`src/rtl/hazard_ctrl_pkg.sv`:
```
// Shared types and constants for the pipeline hazard controller.
// Holds the FSM encoding, wait-counter width and the stage-control bundle.
package hazard_ctrl_pkg;

  localparam int WCNT_W = 4;
  localparam logic [4:0] REG_ZERO = 5'd0;

  typedef enum logic {
    RUN      = 1'b0,
    MEM_WAIT = 1'b1
  } state_t;

  typedef struct packed {
    logic pc_write;
    logic ifid_write;
    logic idex_write;
    logic exmem_write;
    logic ifid_flush;
    logic idex_flush;
    logic exmem_flush;
    logic pc_src;
    logic mem_stall;
  } ctrl_t;

  // The zero register is hard-wired, so a load targeting it never creates a dependency.
  function automatic logic load_use_hit(
    input logic       idex_mem_read,
    input logic [4:0] idex_rt,
    input logic [4:0] ifid_rs,
    input logic [4:0] ifid_rt
  );
    return idex_mem_read && (idex_rt != REG_ZERO) &&
           ((idex_rt == ifid_rs) || (idex_rt == ifid_rt));
  endfunction

endpackage

```
`src/rtl/hazard_ctrl_sat_counter.sv`:
```
// Saturating up-counter with synchronous active-low clear.
// One-cycle update latency; holds at all-ones instead of wrapping.
module sat_counter #(
  parameter int W = 16
) (
  input  logic         clk,
  input  logic         clr_n,
  input  logic         inc,
  output logic [W-1:0] count
);

  always_ff @(posedge clk) begin
    if (!clr_n) begin
      count <= '0;
    end else if (inc && (count != {W{1'b1}})) begin
      count <= count + W'(1);
    end
  end

endmodule

```
`src/rtl/hazard_ctrl.sv`:
```
// Pipeline hazard controller: memory-wait freeze, taken-branch flush, load-use bubble.
// Controls are combinational in the same cycle; counters update on the following edge.
module hazard_ctrl
  import hazard_ctrl_pkg::*;
#(
  parameter int MEM_LAT = 2,
  parameter int CNT_W   = 16
) (
  input  logic             Clk_in,
  input  logic             Rst_n_in,
  input  logic             IDEX_MemRead_in,
  input  logic [4:0]       IDEX_Rt_in,
  input  logic [4:0]       IFID_Rs_in,
  input  logic [4:0]       IFID_Rt_in,
  input  logic             EXMEM_MemRead_in,
  input  logic             EXMEM_MemWrite_in,
  input  logic             EXMEM_Branch_in,
  input  logic             EXMEM_Zero_in,
  output logic             PCWrite_out,
  output logic             IFIDWrite_out,
  output logic             IDEXWrite_out,
  output logic             EXMEMWrite_out,
  output logic             IFIDFlush_out,
  output logic             IDEXFlush_out,
  output logic             EXMEMFlush_out,
  output logic             PCSrc_out,
  output logic             MemStall_out,
  output logic [CNT_W-1:0] StallCount_out,
  output logic [CNT_W-1:0] FlushCount_out
);

  localparam bit HAS_WAIT = (MEM_LAT > 0);
  // The RUN freeze cycle is the first of MEM_LAT stall cycles, so the counter starts one short.
  localparam logic [WCNT_W-1:0] WAIT_INIT = (MEM_LAT > 0) ? WCNT_W'(MEM_LAT - 1) : '0;

  state_t            state, state_nxt;
  logic [WCNT_W-1:0] wcnt, wcnt_nxt;
  ctrl_t             ctrl;

  logic taken, mem_acc, load_use, freeze;
  logic stall_inc, flush_inc;

  assign taken    = EXMEM_Branch_in & EXMEM_Zero_in;
  assign mem_acc  = EXMEM_MemRead_in | EXMEM_MemWrite_in;
  assign load_use = load_use_hit(IDEX_MemRead_in, IDEX_Rt_in, IFID_Rs_in, IFID_Rt_in);
  assign freeze   = (state == RUN) ? (HAS_WAIT && mem_acc) : (wcnt != '0);

  always_ff @(posedge Clk_in) begin
    if (!Rst_n_in) begin
      state <= RUN;
      wcnt  <= '0;
    end else begin
      state <= state_nxt;
      wcnt  <= wcnt_nxt;
    end
  end

  always_comb begin
    ctrl      = '0;
    state_nxt = state;
    wcnt_nxt  = wcnt;
    if (!Rst_n_in) begin
      ctrl.ifid_flush  = 1'b1;
      ctrl.idex_flush  = 1'b1;
      ctrl.exmem_flush = 1'b1;
      state_nxt        = RUN;
      wcnt_nxt         = '0;
    end else if (freeze) begin
      ctrl.mem_stall = 1'b1;
      if (state == RUN) begin
        state_nxt = MEM_WAIT;
        wcnt_nxt  = WAIT_INIT;
      end else begin
        wcnt_nxt = wcnt - WCNT_W'(1);
      end
    end else begin
      state_nxt        = RUN;
      ctrl.pc_write    = 1'b1;
      ctrl.ifid_write  = 1'b1;
      ctrl.idex_write  = 1'b1;
      ctrl.exmem_write = 1'b1;
      if (taken) begin
        ctrl.pc_src      = 1'b1;
        ctrl.ifid_flush  = 1'b1;
        ctrl.idex_flush  = 1'b1;
        ctrl.exmem_flush = 1'b1;
      end else if (load_use) begin
        ctrl.pc_write   = 1'b0;
        ctrl.ifid_write = 1'b0;
        ctrl.idex_flush = 1'b1;
      end
    end
  end

  assign PCWrite_out    = ctrl.pc_write;
  assign IFIDWrite_out  = ctrl.ifid_write;
  assign IDEXWrite_out  = ctrl.idex_write;
  assign EXMEMWrite_out = ctrl.exmem_write;
  assign IFIDFlush_out  = ctrl.ifid_flush;
  assign IDEXFlush_out  = ctrl.idex_flush;
  assign EXMEMFlush_out = ctrl.exmem_flush;
  assign PCSrc_out      = ctrl.pc_src;
  assign MemStall_out   = ctrl.mem_stall;

  assign stall_inc = Rst_n_in & ~ctrl.pc_write & ~ctrl.pc_src;
  assign flush_inc = Rst_n_in & ctrl.pc_src;

  sat_counter #(.W(CNT_W)) u_stall_cnt (
    .clk   (Clk_in),
    .clr_n (Rst_n_in),
    .inc   (stall_inc),
    .count (StallCount_out)
  );

  sat_counter #(.W(CNT_W)) u_flush_cnt (
    .clk   (Clk_in),
    .clr_n (Rst_n_in),
    .inc   (flush_inc),
    .count (FlushCount_out)
  );

endmodule

```
`config.mk`:
```
export PLATFORM = sky130hd
export DESIGN_NAME = hazard_ctrl
export DESIGN_NICKNAME = d
export VERILOG_FILES = /design/src/rtl/hazard_ctrl_pkg.sv /design/src/rtl/hazard_ctrl_sat_counter.sv /design/src/rtl/hazard_ctrl.sv
export SDC_FILE = /design/constraint.sdc
export NUM_CORES = 1
export LEC_CHECK = 0
export CAP_MARGIN = 15
export CORE_UTILIZATION = 50
export DETAILED_ROUTE_END_ITERATION = 8
export PLACE_DENSITY = 0.88
export SYNTH_ARGS = -nofsm -noshare
export SYNTH_HDL_FRONTEND = slang
export SYNTH_SLANG_ARGS = --single-unit
```
`constraint.sdc`:
```
create_clock -name Clk_in -period 7.56 [get_ports Clk_in]
set_clock_uncertainty 0.05 [all_clocks]
set_input_delay 2.268 -clock Clk_in [delete_from_list [all_inputs] [get_ports Clk_in]]
set_output_delay 2.268 -clock Clk_in [all_outputs]
set_load 0.02 [all_outputs]
```
# After elaboration in Yosys (flattened, before gate mapping)
# Index checks and enable logic that the tools add are counted.
[totals] reg_bits=37 out_inout_bits=41 elab_cells=38
[classes] eq_ne=4 muxes=13 addsub=3 n_reduce_logical=7 bitwise_logic=7
[ops] cell="16-bit by 1-bit adder with 16-bit output, second input constant" count=2
[ops] cell="16-bit inequality test, second input constant" count=2
[ops] cell="5-bit equality test" count=2
[ops] cell="2-bit 2-to-1 mux" count=4
[ops] cell="4-bit 2-to-1 mux" count=2
[ops] cell="8-bit 2-to-1 mux" count=1
[ops] cell="1-bit 2-to-1 mux" count=5
[ops] cell="5-bit nonzero test" count=1
[ops] cell="1-bit bitwise AND" count=4
[ops] cell="1-bit logical AND" count=4
[ops] cell="4-bit nonzero test" count=1
[ops] cell="4-bit by 1-bit subtractor with 4-bit output, second input constant" count=1
[ops] cell="3-bit 2-to-1 mux" count=1
[ops] cell="1-bit inverter" count=2
[ops] cell="1-bit logical OR" count=1
[ops] cell="1-bit bitwise OR" count=1

# Longest topological paths before layout
# Gate-level depths: netlist (run 1).
[depth] ltp_word=11 depth_mapped=10

# Modules after synthesis
# From an unflattened synthesis (run 1), not the netlist that was laid out.
[hier_totals] cells_unflattened=251 hier_area_um2=2135.8
[by_module_without_submodules] module="sat_counter" cells_per_inst=97 area_per_inst_um2=837.1 n_inst=2 seq_area_each_um2=320.3
[by_module_without_submodules] module="hazard_ctrl" cells_per_inst=57 area_per_inst_um2=461.7 n_inst=1 seq_area_each_um2=100.1

# Worst setup path before layout (run 1)
# No wires, ideal clock.
[synth_path] path_kind="input to output" from="input port IDEX_Rt_in[1]" to="output port PCWrite_out" slack_ns=1.528 arrival_ns=3.714 path_stages=5 cell_sequence="or4_1 -> o21ai_0 -> nor2_1 -> a21oi_1 -> buf_4"
[synth_via] elab_chain_cells=7 word_cells_on_any_way=10 cone_classes="eq/ne: 2; mux: 4; reduce/logical: 4"
[synth_lines] element="start: declaration" line_no="hazard_ctrl.sv:12" source="input logic [4:0] IDEX_Rt_in,"
[synth_lines] element="5-bit equality test / 5-bit nonzero test (equally long branches)" line_no="hazard_ctrl_pkg.sv:33, hazard_ctrl_pkg.sv:32"
[synth_lines] element="1-bit logical OR / 1-bit logical AND (equally long branches)" line_no="hazard_ctrl_pkg.sv:33, hazard_ctrl_pkg.sv:32"
[synth_lines] element="1-bit logical AND *" line_no="hazard_ctrl_pkg.sv:32" source="return idex_mem_read && (idex_rt != REG_ZERO) &&"
[synth_lines] element="2-bit 2-to-1 mux *" line_no="hazard_ctrl.sv:87" source="end else if (load_use) begin"
[synth_lines] element="2-bit 2-to-1 mux *" line_no="hazard_ctrl.sv:82" source="if (taken) begin"
[synth_lines] element="8-bit 2-to-1 mux *" line_no="hazard_ctrl.sv:68" source="end else if (freeze) begin"
[synth_lines] element="4-bit 2-to-1 mux *" line_no="hazard_ctrl.sv:62" source="if (!Rst_n_in) begin"
[synth_lines] element="end: declaration" line_no="hazard_ctrl.sv:19" source="output logic PCWrite_out,"
# Mark *: on every way between the ends. The rest lies on a longest branch, timed or not.

# Worst setup path in the final report (run 1)
# Same ends and word-level chain as after synthesis.

==> results of run 1 <==
==> logic make-up (layout without fill, tap and decap cells) <==
family | Yosys count | count (layout) | synth area share, %
and+or+nand+nor | 105 | 105 | 28.5
AOI/OAI and AO/OA | 40 | 40 | 12.8
DFF | 37 | 37 | 37.4
xor gates and xnor gates | 24 | 24 | 10.6
buffers and inverters | 20 | 77 | 5.31
muxes | 7 | 7 | 3.54
adders and majority gates | 3 | 3 | 1.90
==> placed cells by master, fill, tap and decap left out, drive strengths merged, types with 2 or more instances in the layout <==
master	Yosys	routed
clkdlybuf4s50	0	62
dfxtp	37	37
nand2	25	25
nor2	18	18
xnor2	18	18
a21oi	13	13
nand3	12	12
nand4	12	12
o21ai	11	11
and3	8	8
mux2i	7	7
inv	6	6
xor2	6	6
or4	5	5
and2	5	5
clkbuf	6	5
and4	4	4
or3	4	4
o31ai	4	4
ha	3	3
o2111ai	2	2
a21o	2	2
a31oi	2	2
nand3b	2	2
nor2b	2	2
nor3b	2	2
bufinv	0	2
==> layer usage <==
layer / up-vias / GRT usage (%)
met5: - / 0
met4: 0 / 8.33
met3: 8 / 5.28
met2: 67 / 38.0
met1: 876 / 26.3
li1: 956 / -
==> per-stage QoR <==
stage / utilization (%) / area (um2) / total power, mW / setup WS, ns
finish: 72.7 / 2720 / 0.485 / 0.785
global placement: 69.1 / 2590 / 0.284 / 0.828
global route: 72.7 / 2720 / 0.504 / 0.651
floorplan: - / 1980 / 0.259 / 1.53
CTS: 72.7 / 2720 / 0.488 / 0.779
detailed placement: 69.1 / 2590 / 0.286 / 0.794
==> flip-flops by register name (all words and copies together), names as in the netlist <==
name / flops
u_flush_cnt.count: 16
u_stall_cnt.count: 16
state: 1
wcnt: 4
==> cells in the mapped netlist (3+ instances only) <==
| cell type | number |
|---|---|
| sky130_fd_sc_hd__a21oi_1 | 12 |
| sky130_fd_sc_hd__and2_1 | 5 |
| sky130_fd_sc_hd__and3_1 | 8 |
| sky130_fd_sc_hd__and4_1 | 4 |
| sky130_fd_sc_hd__buf_2 | 3 |
| sky130_fd_sc_hd__buf_4 | 3 |
| sky130_fd_sc_hd__clkbuf_1 | 6 |
| sky130_fd_sc_hd__dfxtp_1 | 37 |
| sky130_fd_sc_hd__ha_1 | 3 |
| sky130_fd_sc_hd__inv_1 | 6 |
| sky130_fd_sc_hd__mux2i_1 | 7 |
| sky130_fd_sc_hd__nand2_1 | 25 |
| sky130_fd_sc_hd__nand3_1 | 12 |
| sky130_fd_sc_hd__nand4_1 | 12 |
| sky130_fd_sc_hd__nor2_1 | 18 |
| sky130_fd_sc_hd__o21ai_0 | 9 |
| sky130_fd_sc_hd__o31ai_1 | 4 |
| sky130_fd_sc_hd__or3_1 | 4 |
| sky130_fd_sc_hd__or4_1 | 5 |
| sky130_fd_sc_hd__xnor2_1 | 18 |
| sky130_fd_sc_hd__xor2_1 | 6 |
==> layout make-up <==
| cell class | instances | area (um2) |
|---|---|---|
| Inverter | 6 | 22.5 |
| Clock buffer | 5 | 68.8 |
| Fill cell | 289 | 1020 |
| Sequential cell | 37 | 741 |
| Clock inverter | 3 | 65.1 |
| Tap cell | 48 | 60.1 |
| Timing Repair Buffer | 63 | 628 |
| Multi-Input combinational cell | 179 | 1130 |
==> worst paths after layout <==
kind | startpoint | to | slack (ns) | cells after the start
max | IDEX_Rt_in[1] | PCWrite_out | 0.78 | 6
min | u_stall_cnt.count[4] | u_stall_cnt.count[4] | 0.44 | 1
max reg2reg | wcnt[0] | u_flush_cnt.count[8] | 4.68 | 8
min reg2reg | u_stall_cnt.count[4] | u_stall_cnt.count[4] | 0.44 | 1
==> power groups by stage <==
stage | Combinational (mW) | Sequential, mW | Clock (mW)
2_1_floorplan | 0.0481 | 0.211 | 0
3_3_place_gp | 0.0748 | 0.210 | 0
3_5_place_dp | 0.0763 | 0.210 | 0
4_1_cts | 0.0770 | 0.205 | 0.206
5_1_grt | 0.0838 | 0.206 | 0.214
6_report | 0.0766 | 0.205 | 0.203
==> summary by stage, run 1 <==
Power
The fraction of power consumed by the clock network is 41.8%. The part of the total power dissipated in combinational logic is 15.8%. The internal power is 0.368 mW.

Net switching is 24.1% of the power. The part of the power in registers is 42.4%. The power per unit of standard cell area is 178 mW/mm2.

In this run the power spent charging and discharging nets is 0.117 mW. The leakage power summed over all cells is 1.01 nW. The worst-case IR drop observed on VDD is 139 uV.

CTS
The maximum root-to-sink buffer count is 2. The post-cts hold buffer count is 0. The clock insertion delay at the later pin of the skew report is 0.29 ns. In this run the post-CTS setup repair buffer count came out at 0. Gates resized during post-CTS repair numbered 0. TritonCTS built the clock tree. After clock tree synthesis, the clock-pin slew on the worst setup and hold paths is 0.07 ns. The buffer type at the clock tree root is sky130_fd_sc_hd__clkbuf_8. The number of buffers created by CTS is 5. The number of levels the H-tree was split into is 2. For this design, the sink count on the clock tree is 37.

Floorplan
Once the floorplan was initialized, standard cells occupied 52.9% of the core. The core box area is 0.00374 mm2. The number of placed I/O pins is 63. The initialized floorplan defines 22 standard-cell rows. The die covers 0.00422 mm2.

The chip height is 64.9 um. The die width is 64.9 um.

Yosys
Yosys mapped a number of flops with a built-in enable equal to 0. The Yosys warning count is 0. After synthesis the cells add up to 0.00198 mm2. The number of synthesized register bits is 37. The synthesized net count is 261. After synthesis, the netlist uses 42 different library cells.

After technology mapping, the gate count stands at 236. In this run the mean area of a mapped cell was 8.39 um2. After synthesis, the largest area contributor takes up 37.4% of total cell area. The dominant synthesized flop cell is sky130_fd_sc_hd__dfxtp_1. By area the synthesized netlist is led by sky130_fd_sc_hd__dfxtp_1 37%, sky130_fd_sc_hd__xnor2_1 8.0%, sky130_fd_sc_hd__nand2_1 4.7%. After synthesis, the share of flip-flops with an asynchronous set or reset is 0%. The largest total area in the synthesized netlist belongs to sky130_fd_sc_hd__dfxtp_1.

The share of synthesized area occupied by flip-flops and latches is 37.4%.

Critical path
The worst setup path is launched from an input pin. Counting stages on the worst path, the most repeated cell is sky130_fd_sc_hd__clkdlybuf4s50_1. Traced cell by cell, the critical path runs through clkdlybuf4s50_1 -> or4_1 -> o21ai_0 -> nor2_1 -> a21oi_1 -> clkdlybuf4s50_1. The critical path endpoint category is an output port. The worst path buffer plus inverter count is 2. Broken down by cell family, the worst path's largest delay share belongs to buffers and inverters.

Of all nets on the critical path, the largest fanout is 3. The arrival time at the worst endpoint is 4.46 ns. The slowest library cell on the worst path is sky130_fd_sc_hd__clkdlybuf4s50_1. For the worst setup path, the data required time is 5.24 ns.

The critical path in this run is classified as in2out. In this design, the stage delay of the slowest critical-path cell is 0.63 ns.

Cells and area
The net count of the finished layout is 317. Cells with a size suffix above 1 make up 3.75% of the layout. The relative area change from synthesis to final layout is 37.3%. The finished layout holds 341 standard cells, fillers aside. The number of antenna diodes in the final layout is 0.

Drt
The routed design uses 2030 um of met2 wire. The count of nets left with antenna violations once routing finished came out at 0. The met1 wire length is 2060 um. The met3 layer wire length in the routed design is 319 um.

For this run, design rule violations remaining after detail routing come to 0. In this run, the number of DRC markers left after iteration 0 of detailed routing was 98. For this run, the detailed router's first-pass iteration total came to 4. Using the TritonRoute via totals, the vias-per-cell ratio works out to 5.59.

The detailed-route wire length is 4470 um. The highest layer touched by signal routing is met4. The wire length per cell is 13.1 um. The total number of vias is 1907.

STA
The shortest clock period the worst path allows after layout is 6.78 ns. The slew of the pin with the lowest slew margin is 0.963 ns. The top achievable clock speed is 0.148 GHz.

In this run the tightest slew margin relative to its limit is 35.5%. The final max-slew violation count is 0. Setup violations remaining at the end of the flow were counted as 0. Dividing the final minimum period by the clock period gives 89.6%. Setup repair after global routing left no endpoint under its margin. Hold is met by 0.437 ns. The number of hold violations in the final report is 0. The accumulated negative setup slack is 0 ns.

GRT
The overall track demand over capacity in global routing is 22.1%. The via count of the first global-routing pass is 1704. The initial antenna violation count is 0. The wire length of the first global-routing pass is 7360 um. The final global-route overflow total is 0. The maximum number of pins on one net before global-route repair is 25.

Job
The total of max-cap violations is 0.

Placed design
The HPWL after detailed placement is 3180 um. The count of buffers from port buffering is 62. Once placement completed, the tool counted placed cells totaling 333. The final weighted congestion in routability-driven placement is 0.760.

Hold path
The min-delay analysis places its worst path in the category reg2reg.

Run status
The run finished with clean final reports.
Power figures use the tool's default switching activity.
==> run 2: changes to the inputs <==
--- a/config.mk
+++ b/config.mk
@@ -9,6 +9,7 @@
 export CORE_UTILIZATION = 50
 export DETAILED_ROUTE_END_ITERATION = 8
 export PLACE_DENSITY = 0.88
+export RECOVER_POWER = 25
 export SYNTH_ARGS = -nofsm -noshare
 export SYNTH_HDL_FRONTEND = slang
 export SYNTH_SLANG_ARGS = --single-unit
==> run 2 against run 1 <==
Against the previous run: clock power about the same; die area unchanged; clock-buffer cell count unchanged; register-to-register slack better by 0.02 ns; first-iteration DRC count down 1.0%; cell area down 0.14%; non-clock buffer count unchanged; sequential cell count unchanged; largest power group unchanged; worst hold slack worse by 0.0058 ns; maximum frequency about the same.
==> summary by stage, run 2 (same netlist as run 1, synthesis figures left out) <==
Hold path
The path category of the worst min-delay check is reg2reg.

Drt
The wire length per cell was 13.1 um (+0.13%). The detailed-route wire length came to 4480 um (+0.13%). The number of antenna-violating nets in the routed design is 0 (unchanged). The first-pass iteration count of the detailed router is 4 (unchanged). The count of unresolved DRC violations after routing came to 0 (unchanged). The initial detailed-routing violation count came to 97 (-1.0%). The via count normalized by instance count came to 5.60 (+0.16%). The total number of vias is 1910 (+0.16%).

CTS
The clock insertion delay at the later pin of the skew report came to 0.29 ns (about the same). The clock net sink count is 37 (unchanged). The post-cts hold buffer count is 0 (unchanged). The CTS tree is built. The count of instances resized after the clock tree is built was 0 (unchanged). The clock edge transition at the registers on the reported setup and hold paths is 0.07 ns (about the same).

The buffer type at the clock tree root is sky130_fd_sc_hd__clkbuf_8. The maximum root-to-sink buffer count is 2 (unchanged). The number of buffers inserted by post-CTS setup repair was 0 (unchanged). The number of levels the H-tree was split into is 2 (unchanged). The number of buffers created by CTS is 5 (unchanged).

Cells and area
The total area of multi-input combinational cells is 0.00113 mm2 (unchanged). The library cell used most frequently in the layout, excluding fill and tap cells, is sky130_fd_sc_hd__clkdlybuf4s50_1. The area occupied by registers is 741 um2 (unchanged). The number of nets in the final layout came to 317 (unchanged). The final standard cell count with taps included and fillers excluded is 341 (unchanged).

The fraction of layout cells with a size suffix above 1 was 3.41% (-0.34 points). The largest registers in the layout are u_flush_cnt.count x16, u_stall_cnt.count x16, wcnt x4. The diode insertion count for antenna repair is 0 (unchanged). The relative area change from synthesis to final layout is 37.1%. The number of filler cells placed in the layout came to 290 (+0.35%). The top cell types in the final layout, fill and taps aside, are 45 x sky130_fd_sc_hd__clkdlybuf4s50_1, 37 x sky130_fd_sc_hd__dfxtp_1, 25 x sky130_fd_sc_hd__nand2_1.

STA
The share of the cycle needed by the critical path after routing is 89.6% (about the same). The relative max-transition margin is 26.2% (-9.3 points). The accumulated negative setup slack is 0 ns (unchanged). The top achievable clock speed came to 0.148 GHz (about the same). The final number of setup-violating endpoints is 0 (unchanged). The number of hold violations in the final report is 0 (unchanged). The shortest clock period the worst path allows after layout is 6.77 ns (-0.00338 ns). The hold slack was 0.432 ns (-0.00576 ns). The final max-slew violation count is 0 (unchanged). Setup repair after global routing left no endpoint under its margin. The slew of the pin with the lowest slew margin came to 1.11 ns (+0.144 ns).

Floorplan
The effective utilization at floorplan is 52.9% (unchanged). The number of placed I/O pins was 63 (unchanged). The die footprint was 0.00422 mm2 (unchanged).

The core box area is 0.00374 mm2 (unchanged). The placement row count is 22 (unchanged). The die width is 64.9 um (unchanged).

The chip height is 64.9 um (unchanged).

GRT
The via count of the first global-routing pass is 1704 (unchanged). The final global-route overflow total is 0 (unchanged). The wire length of the first global-routing pass is 7360 um (unchanged).

The overall track demand over capacity in global routing is 22.1% (unchanged). The maximum number of pins on one net before global-route repair is 25 (unchanged). The initial antenna violation count is 0 (unchanged).

Placed design
The detailed placer's ending HPWL is 3180 um (unchanged). The final weighted congestion in routability-driven placement is 0.760 (unchanged). The count of buffers from port buffering is 62 (unchanged).

The number of cells in the design after placement is 333 (unchanged).

Power
The peak supply drop is 139 uV (-0.20%). The power per unit of standard cell area was 178 mW/mm2 (about the same). The power consumption is 0.484 mW (-0.16%). The leakage power summed over all cells is 1.06 nW (+5.4%).

Critical path
Walking the worst path, the cells encountered are clkdlybuf4s50_1 -> or4_1 -> o21ai_0 -> nor2_1 -> a21oi_1 -> clkdlybuf4s50_1. The worst setup path is captured at an output port. In this design, the critical path's most frequently occurring cell is sky130_fd_sc_hd__clkdlybuf4s50_1. The critical path's largest stage delay was 0.63 ns (about the same).

The type of the setup path with the least slack is in2out. The worst setup path is launched from an input pin. The largest individual stage delay along the critical path comes from the cell sky130_fd_sc_hd__clkdlybuf4s50_1. The largest driver fanout on the critical path was 3 (unchanged). The arrival time at the worst endpoint is 4.45 ns (about the same).

The data required time at the worst endpoint is 5.24 ns (about the same).

Job
The total of max-cap violations is 0 (unchanged).

Run status
The run finished with clean final reports.
## run 2: changes by cell type in the layout (fill, tap and decap cells not counted)
cell and change:
sky130_fd_sc_hd__buf_4 -1, sky130_fd_sc_hd__clkbuf_1 +1, sky130_fd_sc_hd__clkdlybuf4s50_1 -17, sky130_fd_sc_hd__dlygate4sd3_1 +17
## run 2: final timing paths
check	start	endpoint	slack, ns	cells past startpoint
setup / recovery	IDEX_Rt_in[1]	PCWrite_out	0.79	6
hold / removal	u_stall_cnt.count[4]	u_stall_cnt.count[4]	0.43	1
setup reg to reg	wcnt[0]	u_flush_cnt.count[8]	4.70	8
hold reg to reg	u_stall_cnt.count[4]	u_stall_cnt.count[4]	0.43	1
## run 2: report_power, final
group | internal, mW | total (mW) | switching (mW)
clock | 0.131 | 0.202 | 0.0714
combinational | 0.0371 | 0.0762 | 0.0392
sequential | 0.200 | 0.205 | 0.00562
total | 0.368 | 0.484 | 0.116
## run 2: critical path: cells and delay by family
kind,cells,cell delay (ns)
and+or+nand+nor,2,0.66
buffers and inverters,2,1.09
AOI/OAI and AO/OA,2,0.43
## run 2: metrics by stage
step	setup slack (ns)	cell area (um2)	utilization [%]
after detailed placement	0.794	2590	69.1
after CTS	0.779	2720	72.7
after global placement	0.828	2590	69.1
after floorplan	1.53	1980	-
after global routing	0.651	2720	72.6
final	0.788	2720	72.6
## run 2: metal layers
metal	GRT usage [%]	up-vias	routed length, um
met5	0	-	0
met4	8.33	0	61
met3	5.28	8	362
met2	38.0	72	2020
met1	26.3	872	2030
li1	-	958	-
## run 2: cell type report
| class | count | share of cell area (%) |
|---|---|---|
| clock buffers | 5 | 2.53 |
| clock inverters | 3 | 2.40 |
| inverters | 6 | 0.829 |
| multi-input cells | 179 | 41.8 |
| flip-flops and latches | 37 | 27.3 |
| well taps | 48 | 2.21 |
| repair buffers | 63 | 23.0 |
==> run 3: changes to the inputs <==
--- a/config.mk
+++ b/config.mk
@@ -6,9 +6,11 @@
 export NUM_CORES = 1
 export LEC_CHECK = 0
 export CAP_MARGIN = 15
-export CORE_UTILIZATION = 50
+export CORE_UTILIZATION = 62
+export CTS_BUF_LIST = sky130_fd_sc_hd__clkbuf_4 sky130_fd_sc_hd__clkbuf_8
 export DETAILED_ROUTE_END_ITERATION = 8
-export PLACE_DENSITY = 0.88
+export DONT_BUFFER_PORTS = 1
+export PLACE_DENSITY = 0.81
 export RECOVER_POWER = 25
 export SYNTH_ARGS = -nofsm -noshare
 export SYNTH_HDL_FRONTEND = slang
==> run 3 against run 2 <==
Against the previous run: critical path depth down 2; routed wire length down 13%; maximum frequency increased by 9.4%; die area is 19% lower; cell area down 26%; clock-buffer cell count up 2; clock power decreased by 45%; largest cell class unchanged; cell count shrank 20%; combinational power fell by 38%; register-to-register slack worse by 0.08 ns; worst setup slack better by 0.58 ns; worst hold slack better by 0.021 ns.
==> summary by stage, run 3 (same netlist as run 1, synthesis figures left out) <==
Drt
The detailed-route wire length is 3900 um (-13%). The first-pass iteration count of the detailed router came to 4 (unchanged). The count of unresolved DRC violations after routing is 0 (unchanged).

The initial detailed-routing violation count is 80 (-18%). The via count normalized by instance count is 5.97 (+6.7%). The total number of vias was 1637 (-14%). The number of antenna-violating nets in the routed design is 0 (unchanged). The wire length per cell is 14.2 um (+8.3%).

Critical path
The register-to-register path setup slack is 4.62 ns (-0.08 ns). The critical path capture point is IFIDWrite_out. The largest driver fanout on the critical path was 10 (+7). STA classifies the critical path startpoint as an input pin.

The worst reg-to-reg path cell count is 8 (unchanged). The critical register-to-register path startpoint is wcnt[0]. The endpoint identified for the worst register-to-register timing path is u_flush_cnt.count[8]. The data required time at the worst endpoint is 5.24 ns (about the same).

The origin of the worst setup path is EXMEM_MemWrite_in. The arrival time at the worst endpoint was 3.87 ns (-0.58 ns). The worst setup path is captured at an output port. The critical path is of the in2out type.

Power
The power per unit of standard cell area was 182 mW/mm2 (+1.9%). The peak supply drop came to 151 uV (+9.2%). The internal power was 0.265 mW (-28%). The part of the power in registers is 56.7% (+14 points). The switching share of power came to 27.7% (+3.7 points). The fraction of power consumed by the clock network is 30.3% (-12 points). The part of the total power dissipated in combinational logic came to 13.0% (-2.8 points). The leakage power summed over all cells was 0.746 nW (-30%). The switching power of the nets came to 0.102 mW (-13%).

STA
Setup repair after global routing left no endpoint under its margin. The top achievable clock speed is 0.161 GHz (+9.4%). The final number of setup-violating endpoints is 0 (unchanged). The slew of the pin with the lowest slew margin is 1.06 ns (-0.0434 ns). The share of the cycle needed by the critical path after routing is 81.9% (-7.7 points). The relative max-transition margin is 28.7% (+2.6 points).

The accumulated negative setup slack is 0 ns (unchanged). The shortest clock period the worst path allows after layout is 6.19 ns (-0.580 ns). The final max-slew violation count is 0 (unchanged). The number of hold violations in the final report is 0 (unchanged).

Floorplan
The effective utilization at floorplan was 64.9% (+12 points). The chip height is 58.5 um (-9.9%). The die footprint is 0.00342 mm2 (-19%). The number of placed I/O pins is 63 (unchanged). The die width was 58.5 um (-9.9%).

The core box area was 0.00305 mm2 (-18%). The placement row count is 20 (-9.1%).

CTS
The count of instances resized after the clock tree is built is 0 (unchanged). TritonCTS built the clock tree. The clock edge transition at the registers on the reported setup and hold paths is 0.11 ns (+0.04 ns). The buffer type at the clock tree root is sky130_fd_sc_hd__clkbuf_4. The clock insertion delay at the later pin of the skew report is 0.34 ns (+0.05 ns). The post-cts hold buffer count is 0 (unchanged). The number of levels the H-tree was split into is 2 (unchanged). The number of buffers created by CTS is 5 (unchanged). The number of buffers inserted by post-CTS setup repair is 0 (unchanged).

The maximum root-to-sink buffer count is 2 (unchanged). The clock net sink count was 37 (unchanged).

GRT
The global routing met1 resource utilization was 29.6% (+3.3 points). The initial antenna violation count is 0 (unchanged). The most heavily used metal layer in global routing is met2.

The via count of the first global-routing pass is 1512 (-11%). The global routing met2 resource utilization is 39.1% (+1.1 points). The final global-route overflow total is 0 (unchanged).

The maximum number of pins on one net before global-route repair is 26 (+4.0%). The wire length of the first global-routing pass is 6330 um (-14%). The overall track demand over capacity in global routing was 24.0% (+1.9 points). The met3 layer usage reported by global route was 6.81% (+1.5 points).

Placed design
The detailed placer's ending HPWL is 2670 um (-16%). The total cell area at the placement stage is 0.00196 mm2 (-24%). The count of buffers from port buffering was 0 (-100%). The final weighted congestion in routability-driven placement is 0.794 (+4.6%).

Cells and area
In the final layout, the registers with the most flip-flops are u_flush_cnt.count x16, u_stall_cnt.count x16, wcnt x4. The number of nets in the final layout came to 255 (-20%). The diode insertion count for antenna repair is 0 (unchanged). In the layout the commonest cells are 37 x sky130_fd_sc_hd__dfxtp_1, 25 x sky130_fd_sc_hd__nand2_1, 18 x sky130_fd_sc_hd__nor2_1, 18 x sky130_fd_sc_hd__xnor2_1. Compared with the post-synthesis result, the final layout area differs by 1.96%. The most common library cell in the layout ignoring fill and taps is sky130_fd_sc_hd__dfxtp_1. The post-layout instance area is 0.00202 mm2 (-26%). The fraction of layout cells with a size suffix above 1 is 4.35% (+0.93 points).

Run status
The flow ran to the end, and the final reports show no timing, DRC or antenna violations.

Hold path
In this run the most critical hold path is launched from wcnt[0]. The worst hold path belongs to the class reg2reg.

Job
The total of max-cap violations is 0 (unchanged).
[run 3: cell count changes in the layout (fill, tap and decap cells not counted), sizes merged]
cell           before  now
buf                 0    1
bufinv              2    0
clkdlybuf4s50      45    0
clkbuf              6    7
clkinv              1    0
dlygate4sd3        17    0
[run 3: worst min path at each step]
| stage | slack, ns | endpoint | cells after the start |
|---|---|---|---|
| floorplan | 0.41 | wcnt[0] | 2 |
| global placement | 0.44 | wcnt[0] | 2 |
| detailed placement | 0.44 | wcnt[0] | 2 |
| CTS | 0.45 | wcnt[0] | 2 |
| global route | 0.49 | wcnt[0] | 2 |
| finish | 0.45 | wcnt[0] | 2 |
[run 3: power by group through the flow]
| stage | combinational [mW] | sequential, mW | clock, mW |
|---|---|---|---|
| 4_1_cts | 0.0478 | 0.208 | 0.112 |
| 2_1_floorplan | 0.0481 | 0.211 | 0 |
| 5_1_grt | 0.0533 | 0.209 | 0.121 |
| 3_3_place_gp | 0.0466 | 0.212 | 0 |
| 3_5_place_dp | 0.0474 | 0.212 | 0 |
| 6_report | 0.0476 | 0.208 | 0.111 |
[run 3: metal layers]
| layer | wire length [um] | share of wire [%] | up-vias |
|---|---|---|---|
| li1 | - | - | 829 |
| met1 | 1850 | 48 | 749 |
| met2 | 1750 | 45 | 47 |
| met3 | 216 | 5.5 | 12 |
| met4 | 73 | 1.9 | 0 |
| met5 | 0 | 0 | - |
[run 3: worst max-delay path, stage by stage]
cell and delay (ns):
sky130_fd_sc_hd__nor3_1 0.26, sky130_fd_sc_hd__or2_0 0.51, sky130_fd_sc_hd__nand2_1 0.14, sky130_fd_sc_hd__a21oi_1 0.70
[run 3: per-stage QoR]
step	utilization [%]	instances	hold slack, ns	power [mW]	setup WS [ns]
after floorplan	-	236	0.413	0.259	1.53
after global placement	64.2	267	0.438	0.259	1.43
after detailed placement	64.2	267	0.436	0.260	1.43
after CTS	66.1	274	0.454	0.368	1.42
after global routing	66.1	274	0.486	0.383	1.23
final	66.1	274	0.453	0.367	1.37
[run 3: final cells by class]
cell class | count | area (um2)
inverter | 6 | 22.5
clock buffer | 7 | 58.8
timing repair buffer | 1 | 7.51
multi-input combinational | 179 | 1130
tap | 44 | 55.1
fill | 291 | 1030
sequential | 37 | 741
